File: src/rtl/serial_byte_framer.sv
// Serial sync-word hunter and MSB-first byte deserializer feeding a small valid/ready FIFO.
// Optional per-byte even parity bit is compiled in with `define FRAMER_PARITY_EN.
module serial_byte_framer #(
    parameter logic [7:0] SYNC_WORD  = 8'hA5,
    parameter int         FRAME_LEN  = 4,
    parameter int         FIFO_DEPTH = 4
) (
    input  logic                          clk,
    input  logic                          rst_n,
    input  logic                          ena,
    input  logic                          clear,
    input  logic                          bit_in,
    input  logic                          bit_stb,
    output logic [7:0]                    out_data,
    output logic                          out_valid,
    input  logic                          out_ready,
    output logic                          in_sync,
    output logic                          frame_done,
    output logic                          overflow,
    output logic                          par_err,
    output logic [$clog2(FIFO_DEPTH):0]   fifo_level
);
    localparam int AW = $clog2(FIFO_DEPTH);
    localparam int LW = AW + 1;
    localparam logic [LW-1:0] FULL = LW'(FIFO_DEPTH);
    localparam logic [7:0]    LAST = 8'(FRAME_LEN - 1);

    typedef enum logic [1:0] {HUNT, PAYLOAD, PARITY} state_t;

    state_t        state;
    logic [7:0]    window, shreg, byte_cnt;
    logic [2:0]    bit_cnt;
    logic [7:0]    mem [FIFO_DEPTH];
    logic [AW-1:0] wr_ptr, rd_ptr;
    logic [LW-1:0] level_nxt;
    logic [7:0]    byte_new, win_new, push_data;
    logic          acc, push_req, byte_end, pop, do_push;
`ifdef FRAMER_PARITY_EN
    logic          par_bad;
`endif

    assign out_data = mem[rd_ptr];

    always_comb begin
        acc       = bit_stb && ena && !clear;
        byte_new  = {shreg[6:0], bit_in};
        win_new   = {window[6:0], bit_in};
        push_req  = 1'b0;
        byte_end  = 1'b0;
        push_data = byte_new;
`ifdef FRAMER_PARITY_EN
        par_bad   = 1'b0;
        // Parity bit closes the byte; shreg already holds the 8 data bits.
        if (acc && state == PARITY) begin
            byte_end  = 1'b1;
            push_data = shreg;
            if (^{shreg, bit_in}) par_bad = 1'b1;
            else                  push_req = 1'b1;
        end
`else
        if (acc && state == PAYLOAD && bit_cnt == 3'd7) begin
            byte_end = 1'b1;
            push_req = 1'b1;
        end
`endif
        pop       = out_valid && out_ready;
        do_push   = push_req && (fifo_level != FULL || pop);
        level_nxt = fifo_level + {{AW{1'b0}}, do_push} - {{AW{1'b0}}, pop};
    end

    always_ff @(posedge clk or negedge rst_n) begin
        if (!rst_n) begin
            state      <= HUNT;
            window     <= '0;
            shreg      <= '0;
            bit_cnt    <= '0;
            byte_cnt   <= '0;
            in_sync    <= 1'b0;
            frame_done <= 1'b0;
            par_err    <= 1'b0;
        end else begin
            frame_done <= 1'b0;
            par_err    <= 1'b0;
            if (clear) begin
                state    <= HUNT;
                window   <= '0;
                bit_cnt  <= '0;
                byte_cnt <= '0;
                in_sync  <= 1'b0;
            end else if (acc) begin
                case (state)
                    HUNT: begin
                        if (win_new == SYNC_WORD) begin
                            state    <= PAYLOAD;
                            in_sync  <= 1'b1;
                            window   <= '0;
                            bit_cnt  <= '0;
                            byte_cnt <= '0;
                        end else begin
                            window <= win_new;
                        end
                    end
                    PAYLOAD: begin
                        shreg   <= byte_new;
                        bit_cnt <= bit_cnt + 3'd1;
`ifdef FRAMER_PARITY_EN
                        if (bit_cnt == 3'd7) state <= PARITY;
`endif
                    end
                    PARITY: begin
                        state <= PAYLOAD;
`ifdef FRAMER_PARITY_EN
                        par_err <= par_bad;
`endif
                    end
                    default: state <= HUNT;
                endcase
                // Bytes count toward the frame even when dropped or parity-rejected.
                if (byte_end) begin
                    if (byte_cnt == LAST) begin
                        frame_done <= 1'b1;
                        state      <= HUNT;
                        in_sync    <= 1'b0;
                        window     <= '0;
                        byte_cnt   <= '0;
                    end else begin
                        byte_cnt <= byte_cnt + 8'd1;
                    end
                end
            end
        end
    end

    always_ff @(posedge clk or negedge rst_n) begin
        if (!rst_n) begin
            wr_ptr     <= '0;
            rd_ptr     <= '0;
            fifo_level <= '0;
            out_valid  <= 1'b0;
            overflow   <= 1'b0;
            for (int i = 0; i < FIFO_DEPTH; i++) mem[i] <= '0;
        end else if (clear) begin
            wr_ptr     <= '0;
            rd_ptr     <= '0;
            fifo_level <= '0;
            out_valid  <= 1'b0;
            overflow   <= 1'b0;
        end else begin
            if (do_push) begin
                mem[wr_ptr] <= push_data;
                wr_ptr      <= wr_ptr + 1'b1;
            end
            if (pop) rd_ptr <= rd_ptr + 1'b1;
            if (push_req && !do_push) overflow <= 1'b1;
            fifo_level <= level_nxt;
            out_valid  <= (level_nxt != '0);
        end
    end
endmodule

File: config.mk
export PLATFORM = sky130hd
export DESIGN_NAME = serial_byte_framer
export DESIGN_NICKNAME = d
export VERILOG_FILES = /design/src/rtl/serial_byte_framer.sv
export SDC_FILE = /design/constraint.sdc
export NUM_CORES = 1
export LEC_CHECK = 0
export ABC_AREA = 0
export CORE_ASPECT_RATIO = 1.25
export CORE_MARGIN = 3
export CORE_UTILIZATION = 45
export CTS_CLUSTER_SIZE = 14
export DETAILED_ROUTE_END_ITERATION = 8
export GPL_TIMING_DRIVEN = 0
export HOLD_SLACK_MARGIN = 0.12
export PLACE_DENSITY = 0.72
export SLEW_MARGIN = 20
export SYNTH_ARGS = -nofsm -noshare
export SYNTH_HDL_FRONTEND = slang
export SYNTH_SLANG_ARGS = --single-unit
File: constraint.sdc
create_clock -name clk -period 8.5 [get_ports clk]
set_input_delay 1.275 -clock clk [delete_from_list [all_inputs] [get_ports clk]]
set_output_delay 1.275 -clock clk [all_outputs]
set_load 0.01 [all_outputs]
After elaboration in Yosys (flattened, before gate mapping)
Index checks and enable logic that the tools add are counted.
{"block": "totals", "regBits": 71, "elab_cells": 106, "out_inout_bits": 16}
{"block": "classes", "add_sub_neg": 6, "muxes": 47, "n_bitwise": 3, "reduce_logical": 24, "n_lt_le_gt_ge": 3, "n_eq_ne": 7}
{"cell": "8-bit 2-to-1 mux", "count": 15}
{"cell": "32-bit bitwise mux", "count": 1}
{"cell": "2-bit 2-to-1 mux", "count": 9}
{"cell": "8-bit binary-select mux with 2-bit select", "count": 1}
{"cell": "8-bit demux with 2-bit select", "count": 1}
{"cell": "1-bit 2-to-1 mux", "count": 14}
{"cell": "3-bit 2-to-1 mux", "count": 4}
{"cell": "3-bit nonzero test", "count": 4}
{"cell": "3-bit AND reduction", "count": 3}
{"cell": "8-bit by 1-bit adder with 8-bit output (second input constant)", "count": 1}
{"cell": "8-bit by 2-bit == test with 1-bit output (second input constant)", "count": 1}
{"cell": "8-bit == test (second input constant)", "count": 1}
{"cell": "1-bit logical AND", "count": 8}
{"cell": "2-bit nonzero test", "count": 4}
{"cell": "3-bit greater-or-equal comparator (second input constant)", "count": 2}
{"cell": "3-bit != test (second input constant)", "count": 2}
{"cell": "2-bit inverter with 3-bit output", "count": 2}
{"cell": "2-bit one-hot mux with 3 select lines", "count": 1}
{"cell": "3-bit one-hot mux with 2 select lines", "count": 1}
{"cell": "2-bit by 1-bit adder with 2-bit output (second input constant)", "count": 2}
{"cell": "3-bit by 1-bit adder with 3-bit output", "count": 1}
{"cell": "3-bit by 1-bit adder with 3-bit output (second input constant)", "count": 1}
{"cell": "3-bit == test (second input constant)", "count": 1}
{"cell": "3-bit by 1-bit < comparator with 1-bit output (second input constant)", "count": 1}
{"cell": "8 further kinds", "count": 9}

Logic depth before layout (Yosys ltp)
{"block": "depth", "ltp_word": 10, "ltp_mapped": 14}

Least setup slack after synthesis
Ideal clock, no wire load.
{"block": "synth_path", "path_kind": "in2reg", "start": "input port bit_stb", "end": "register out_valid", "setup_time_ps": 137, "arrival_ps": 3178, "stages": 11, "slack_ps": 5185, "path_cell_list": "nand4_2 -> a211oi_2 -> inv_1 -> ha_1 -> inv_1 -> ha_1 -> inv_1 -> fa_1 -> xor2_1 -> xnor2_1 -> a31oi_1"}
{"block": "synth_between", "elab_chain_cells": 10}
{"item": "start: declaration", "line_no": "13", "text": "input logic bit_stb,"}
{"item": "1-bit logical AND (2 in series)", "line_no": "45", "text": "acc = bit_stb && ena && !clear;"}
{"item": "1-bit logical AND (2 in series)", "line_no": "61", "text": "if (acc && state == PAYLOAD && bit_cnt == 3'd7) begin"}
{"item": "1-bit 2-to-1 mux", "line_no": "61"}
{"item": "1-bit logical AND", "line_no": "67", "text": "do_push = push_req && (fifo_level != FULL || pop);"}
{"item": "3-bit by 1-bit adder with 3-bit output", "line_no": "68", "text": "level_nxt = fifo_level + {{AW{1'b0}}, do_push} - {{AW{1'b0}}, pop};"}
{"item": "3-bit by 1-bit subtractor with 3-bit output", "line_no": "68"}
{"item": "3-bit nonzero test", "line_no": "156", "text": "out_valid <= (level_nxt != '0);"}
{"item": "1-bit 2-to-1 mux", "line_no": "142", "text": "end else if (clear) begin"}
{"item": "end signal: assignment", "line_no": "156"}
{"item": "end: declaration", "line_no": "15", "text": "output logic out_valid,"}
No other way between the ends.
A chain may end at the register's enable or synchronous reset.

Worst setup path in the final report
Ends and elaborated chain as after synthesis.

==> flow_summary.ini <==
[die]
dieArea_um2 = 8598
rows = 34
die_x_um = 83.54
die_h_um = 102.9
core-area_um2 = 7147
pin_count = 23
start_util_pct = 47.32

[critical_path]
worst-path-buf-inv = 4
startpoint = bit_stb
critical_path.max_fanout = 9
max_stage_delay_ns = 0.59
cp.arrival_ns = 4.04
critPathKind = input pin to flop
r2r_cells = 14
reg2reg_from = state[1]
cp.required_ns = 8.72
path_delay_family = buffers and inverters
path_depth = 12
path_cells = clkdlybuf4s50_1 -> nand4_2 -> a211oi_2 -> inv_1 -> ha_1 -> inv_1 -> ha_1 -> inv_1 -> fa_1 -> xor2_1 -> xnor2_1 -> a31oi_1
rr_endpoint = out_valid
reg2reg_setup_slack_ns = 5.41
cp_slowest_cell = clkdlybuf4s50_1
critPathCaptureType = flop
endpoint = out_valid
crit_top_cell = inv_1
critPathLaunchType = input pin

[global_route]
grt.total_usage_pct = 16.23
met1_usage_pct = 18.80
grt_use_met2_pct = 29.14
met3_usage_pct = 2.638
grt_pass1_vias = 2260
grt-ovfl-total = 0
grt_pass1_wl_mm = 10.94
grt_antenna_before_repair = 0
top_usage_layer = met2
grt_max_degree = 43

[placed_design]
portBuffers = 20
dp_hpwl_mm = 4.378
placed_area_um2 = 3712
gp_congestion = 0.7463

[synth]
yosysWarnings = 0
syn_avg_cell_area_um2 = 12.86
synth-edff-count = 0
synth.distinct_cells = 48
postSynth.asyncResetShare_pct = 100.0
ys.flop_type = dfrtp_1
syn_inst = 263
syn_nets = 283
synth_seq_cells = 70
synth_area_um2 = 3382
yosysSeqAreaShare_pct = 51.79

[timing]
whs_ns = 0.5035
tightest_slew_ns = 0.8937
rsz0062_at_grt = no
finalSetupViolations = 0
finalSetupTns_ns = 0
drv_slew = 0
finalHoldViolCount = 0
slew_headroom_pct = 40.42
min_period_ns = 3.822
finClkSkew_ns = 0.007914
post-route-period-util_pct = 44.97
fmax_mhz = 261.6

[cts]
clockRootBuffer = clkbuf_8
clockBufferDepth = 2
clkTransAtPathRegs_ns = 0.08
cts_buffers = 9
cts.sinks = 70
clkLatencyLatePin_ns = 0.35
ctsResizeCount = 0
post_cts_buffers = 0
ctsHoldBuffers = 0
cts_max_level = 3
cts_tree = yes

[routing]
via_count = 2184
firstDrtPassIters = 4
vias_per_cell = 5.600
drt-initial-drc-count = 86
drc = 0
drt-wirelength-per-cell_um = 16.47
drt_wl_total_mm = 6.423
ant_nets = 0

[layout]
final_util_pct = 55.04
fillers = 606
finish.net_count = 315
final_cell_mix = 70 x dfrtp_1, 40 x mux2_2, 19 x clkdlybuf4s50_1
multi_input_area_um2 = 1520
regArea_um2 = 1752
final_common_cell = dfrtp_1
final_layout_size_suffix_gt1_share_pct = 28.00
area_growth_syn_to_layout_pct = 16.32
n_antenna_cell = 0
finalInstanceArea_um2 = 3934

[min_path]
hp-class = flop to flop
hold_path_depth = 1

[power_and_ir_drop]
p_per_area_nw_per_um2 = 170.5
finalPower_w = 0.0006707
ir_worst_vdd_v = 0.00008960
p_leak_nw = 1.871

[flow_run]
maxCapViolations = 0

[outcome]
status = complete, no violations
==> metrics by stage <==
stage | setup slack (ns) | std cells
4_1_cts | 4.656 | 390
5_1_grt | 4.448 | 390
6_report | 4.678 | 390
3_3_place_gp | 3.780 | 373
3_5_place_dp | 4.280 | 374
2_1_floorplan | 5.185 | 263
==> worst min path at each step <==
stage	startpoint	end	slack (ns)
2_1_floorplan	window[6]	window[6]	0.46
3_3_place_gp	window[6]	window[6]	0.48
3_5_place_dp	window[6]	window[6]	0.48
4_1_cts	window[6]	window[6]	0.50
5_1_grt	mem[1]	mem[1]	0.52
6_report	window[6]	window[6]	0.50
==> registers in the layout, summed over array words and instances, names as in the netlist <==
name        cells
wr_ptr          2
window          7
frame_done      1
bit_cnt         3
byte_cnt        8
mem            32
rd_ptr          2
fifo_level      3
overflow        1
out_valid       1
in_sync         1
shreg           7
state           2
==> cell usage after synthesis (3+ instances only) <==
| cell | n | area [um2] |
|---|---|---|
| nand2_1 | 14 | 52.55 |
| buf_4 | 5 | 37.54 |
| nor2_1 | 15 | 56.30 |
| ha_1 | 12 | 150.1 |
| a31oi_1 | 12 | 75.07 |
| mux2_2 | 40 | 450.4 |
| a22o_1 | 5 | 43.79 |
| a221o_1 | 3 | 30.03 |
| and2_1 | 10 | 62.56 |
| clkbuf_1 | 4 | 15.01 |
| nand3_1 | 6 | 30.03 |
| inv_1 | 12 | 45.04 |
| a21oi_1 | 3 | 15.01 |
| dfrtp_1 | 70 | 1752 |
| and3_1 | 3 | 18.77 |
| mux4_2 | 8 | 180.2 |
==> layer usage <==
layer  part of all wire (%)  wire length [um]
met1                     43              2773
met2                     52              3333
met3                    2.5               158
met4                    2.5               158
met5                      0                 0
==> cell type report <==
cell class,count,share of cell area (%)
multi-input combinational,169,38.65
tap,90,2.863
buffer,12,1.654
inverter,12,1.145
clock buffer,9,3.149
clock inverter,7,2.481
sequential,70,44.53
timing repair buffer,21,5.534
==> power breakdown <==
part	internal [W]	total, W	switching (W)
Clock	0.000166	0.000299	0.000133
Combinational	0.0000108	0.0000291	0.0000183
Sequential	0.000337	0.000343	0.00000586
Total	0.000514	0.000671	0.000157
==> kinds of logic (layout without fill, tap and decap cells) <==
logic type      count (synthesis)  in the layout  share of synthesized area, %
simple gates                   66             66                         11.28
mux                            50             50                         19.24
fa+ha+maj                      13             13                         5.031
buf+inv                        24             61                         3.255
compound gates                 35             35                         8.250
other cells                     1              1                        0.1109
flops                          70             70                         51.79
xor+xnor                        4              4                         1.036
No activity file was read; power rests on OpenSTA's default activity.
==> variant: new RTL, same flow settings <==
`FIFO_DEPTH`: 4 -> 2.
--- a/src/rtl/serial_byte_framer.sv
+++ b/src/rtl/serial_byte_framer.sv
@@ -3,7 +3,7 @@
 module serial_byte_framer #(
     parameter logic [7:0] SYNC_WORD  = 8'hA5,
     parameter int         FRAME_LEN  = 4,
-    parameter int         FIFO_DEPTH = 4
+    parameter int         FIFO_DEPTH = 2
 ) (
     input  logic                          clk,
     input  logic                          rst_n,
Ports: changed (resized fifo_level); port bits go from 23 to 22. No check against the original RTL was run, so the function may have changed too.
==> variant against the unedited design <==
Via count is 24% lower; synthesized cell count is 23% lower; total power is 36% lower; routed wire length is 32% lower; sequential cell count is 19 lower; synthesized area is 27% lower; final area is 27% lower; global-route usage is 0.82 points lower; critical path depth is 3 lower; setup slack better by 390 ps; critical endpoint unchanged; largest cell class unchanged.
==> variant: results (changes against the unedited design) <==
[finish]
antenna_cells=0  ; unchanged
top_regs=mem x16, byte_cnt x8
fillers=456  ; -25%
drive_gt1_share_pct=26.1  ; -1.9 points
layout.nets=244  ; -23%

[critical_path]
cp_top_family=buffers and inverters
timing.rr.start=state[1]$_DFFE_PN0P_
max_stage_delay_ps=590  ; about the same
path_class=in -> reg
crit_path_start=ena
r2r_cells=10  ; -4
arrival_ps=3620  ; -420 ps
cp_max_fo=7  ; -2
ff2ff_setup_slack_ps=5890  ; +480 ps

[cts]
cts.repair.resized=0  ; unchanged
clk_latency_ps=300  ; -50 ps
cts_max_level=2  ; -1
clockBufferDepth=2  ; unchanged
cts_post_setup_buffers_inserted=0  ; unchanged
path_clk_slew_ps=90
cts_root_buf=clkbuf_8
cts_buffers=5  ; -4

[route]
vias_per_cell=5.66  ; +1.0%
drt_iter0_markers=77  ; -10%
wl_um=4380  ; -32%
firstDrtPassIters=4  ; unchanged

[grt]
grt_max_degree=52  ; +21%
grt_pass1_vias=1664  ; -26%
grt_pass1_wl_um=7750  ; -29%
track_usage_pct=15.4  ; -0.82 points

[sta]
finalClockSkew_ps=5.96  ; -1.96 ps
max_slew_margin_pct=51.8  ; +11 points
final-hold-violation-count=0  ; unchanged

[place]
place_congestion=0.844  ; +13%
io_buffers=20  ; unchanged
dp_hpwl_um=3070  ; -30%

[synth]
yosysSeqAreaShare_pct=51.8  ; about the same
synth_cell_types=46  ; -4.2%
syn-num-nets=217  ; -23%
ys_top_cells_by_count=dfrtp_1 (51), mux2_2 (31), nor2_1 (11)
yosysMostFrequentCell=dfrtp_1
synth_area_leaders=dfrtp_1 (52%), mux2_2 (14%), ha_1 (4.1%)

[run_status]
run_status=finished clean

[min_path]
min_path_type=reg -> reg

[power]
ir_drop_mv=0.0941  ; +5.0%
leakagePower_nw=1.35  ; -28%

[variant: worst min path at each step]
stage                                      from                    end  slack [ps]  cells past startpoint
after floorplan           window[6]$_DFFE_PN0P_  window[6]$_DFFE_PN0P_         460                      1
after global placement     overflow$_DFFE_PN0P_   overflow$_DFFE_PN0P_         480                      2
after detailed placement  window[6]$_DFFE_PN0P_  window[6]$_DFFE_PN0P_         490                      1
after CTS                   mem[13]$_DFFE_PN0P_    mem[13]$_DFFE_PN0P_         510                      1
after global routing        mem[12]$_DFFE_PN0P_    mem[12]$_DFFE_PN0P_         530                      1
final                       mem[13]$_DFFE_PN0P_    mem[13]$_DFFE_PN0P_         510                      1
[variant: layout make-up]
class,instances,area [sq um],share of cell area (%)
sequential,51,1280,44.7
timing repair buffer,20,198,6.92
multi-input combinational,137,1120,39.1
buffer,7,45.0,1.58
clock buffer,6,82.6,2.89
inverter,7,26.3,0.920
clock inverter,2,35.0,1.23
tap,62,77.6,2.72
[variant: cells by family (layout without fill, tap and decap cells)]
kind of cell             after synthesis  after routing  share of synthesized area (%)
other                                  1              1                          0.152
AND/OR/NAND/NOR                       56             56                           14.4
XOR/XNOR                               5              5                           1.78
adder cells (fa/ha/maj)                8              8                           4.06
AO/OA/AOI/OAI                         35             35                           10.3
multiplexers                          32             32                           14.6
buffers and inverters                 14             42                           2.89
flip-flops                            51             51                           51.8
[variant: power breakdown]
group / total [W] / internal (W) / switching (W) / leakage, nW
Sequential: 0.000243 / 0.000243 / 0.000000478 / 0.712
Clock: 0.000174 / 0.0000953 / 0.0000782 / 0.0612
Combinational: 0.0000156 / 0.00000508 / 0.0000105 / 0.577
[variant: through the flow]
stage	hold slack [ps]	instance area (sq um)	setup WS, ps	util, %	cells
floorplan	465	2460	5530	-	202
global placement	485	2740	4660	52.8	284
detailed placement	489	2740	4760	52.8	284
CTS	513	2860	5080	55.1	292
global route	528	2860	4920	55.1	292
finish	508	2860	5070	55.1	292
[variant: per-layer routing]
layer | wire (um) | global-route usage (%) | part of all wire [%]
met5 | 0 | 0 | 0
met4 | 57 | 5.13 | 1.3
met3 | 128 | 3.18 | 2.9
met2 | 2200 | 26.6 | 50
met1 | 2000 | 19.2 | 46
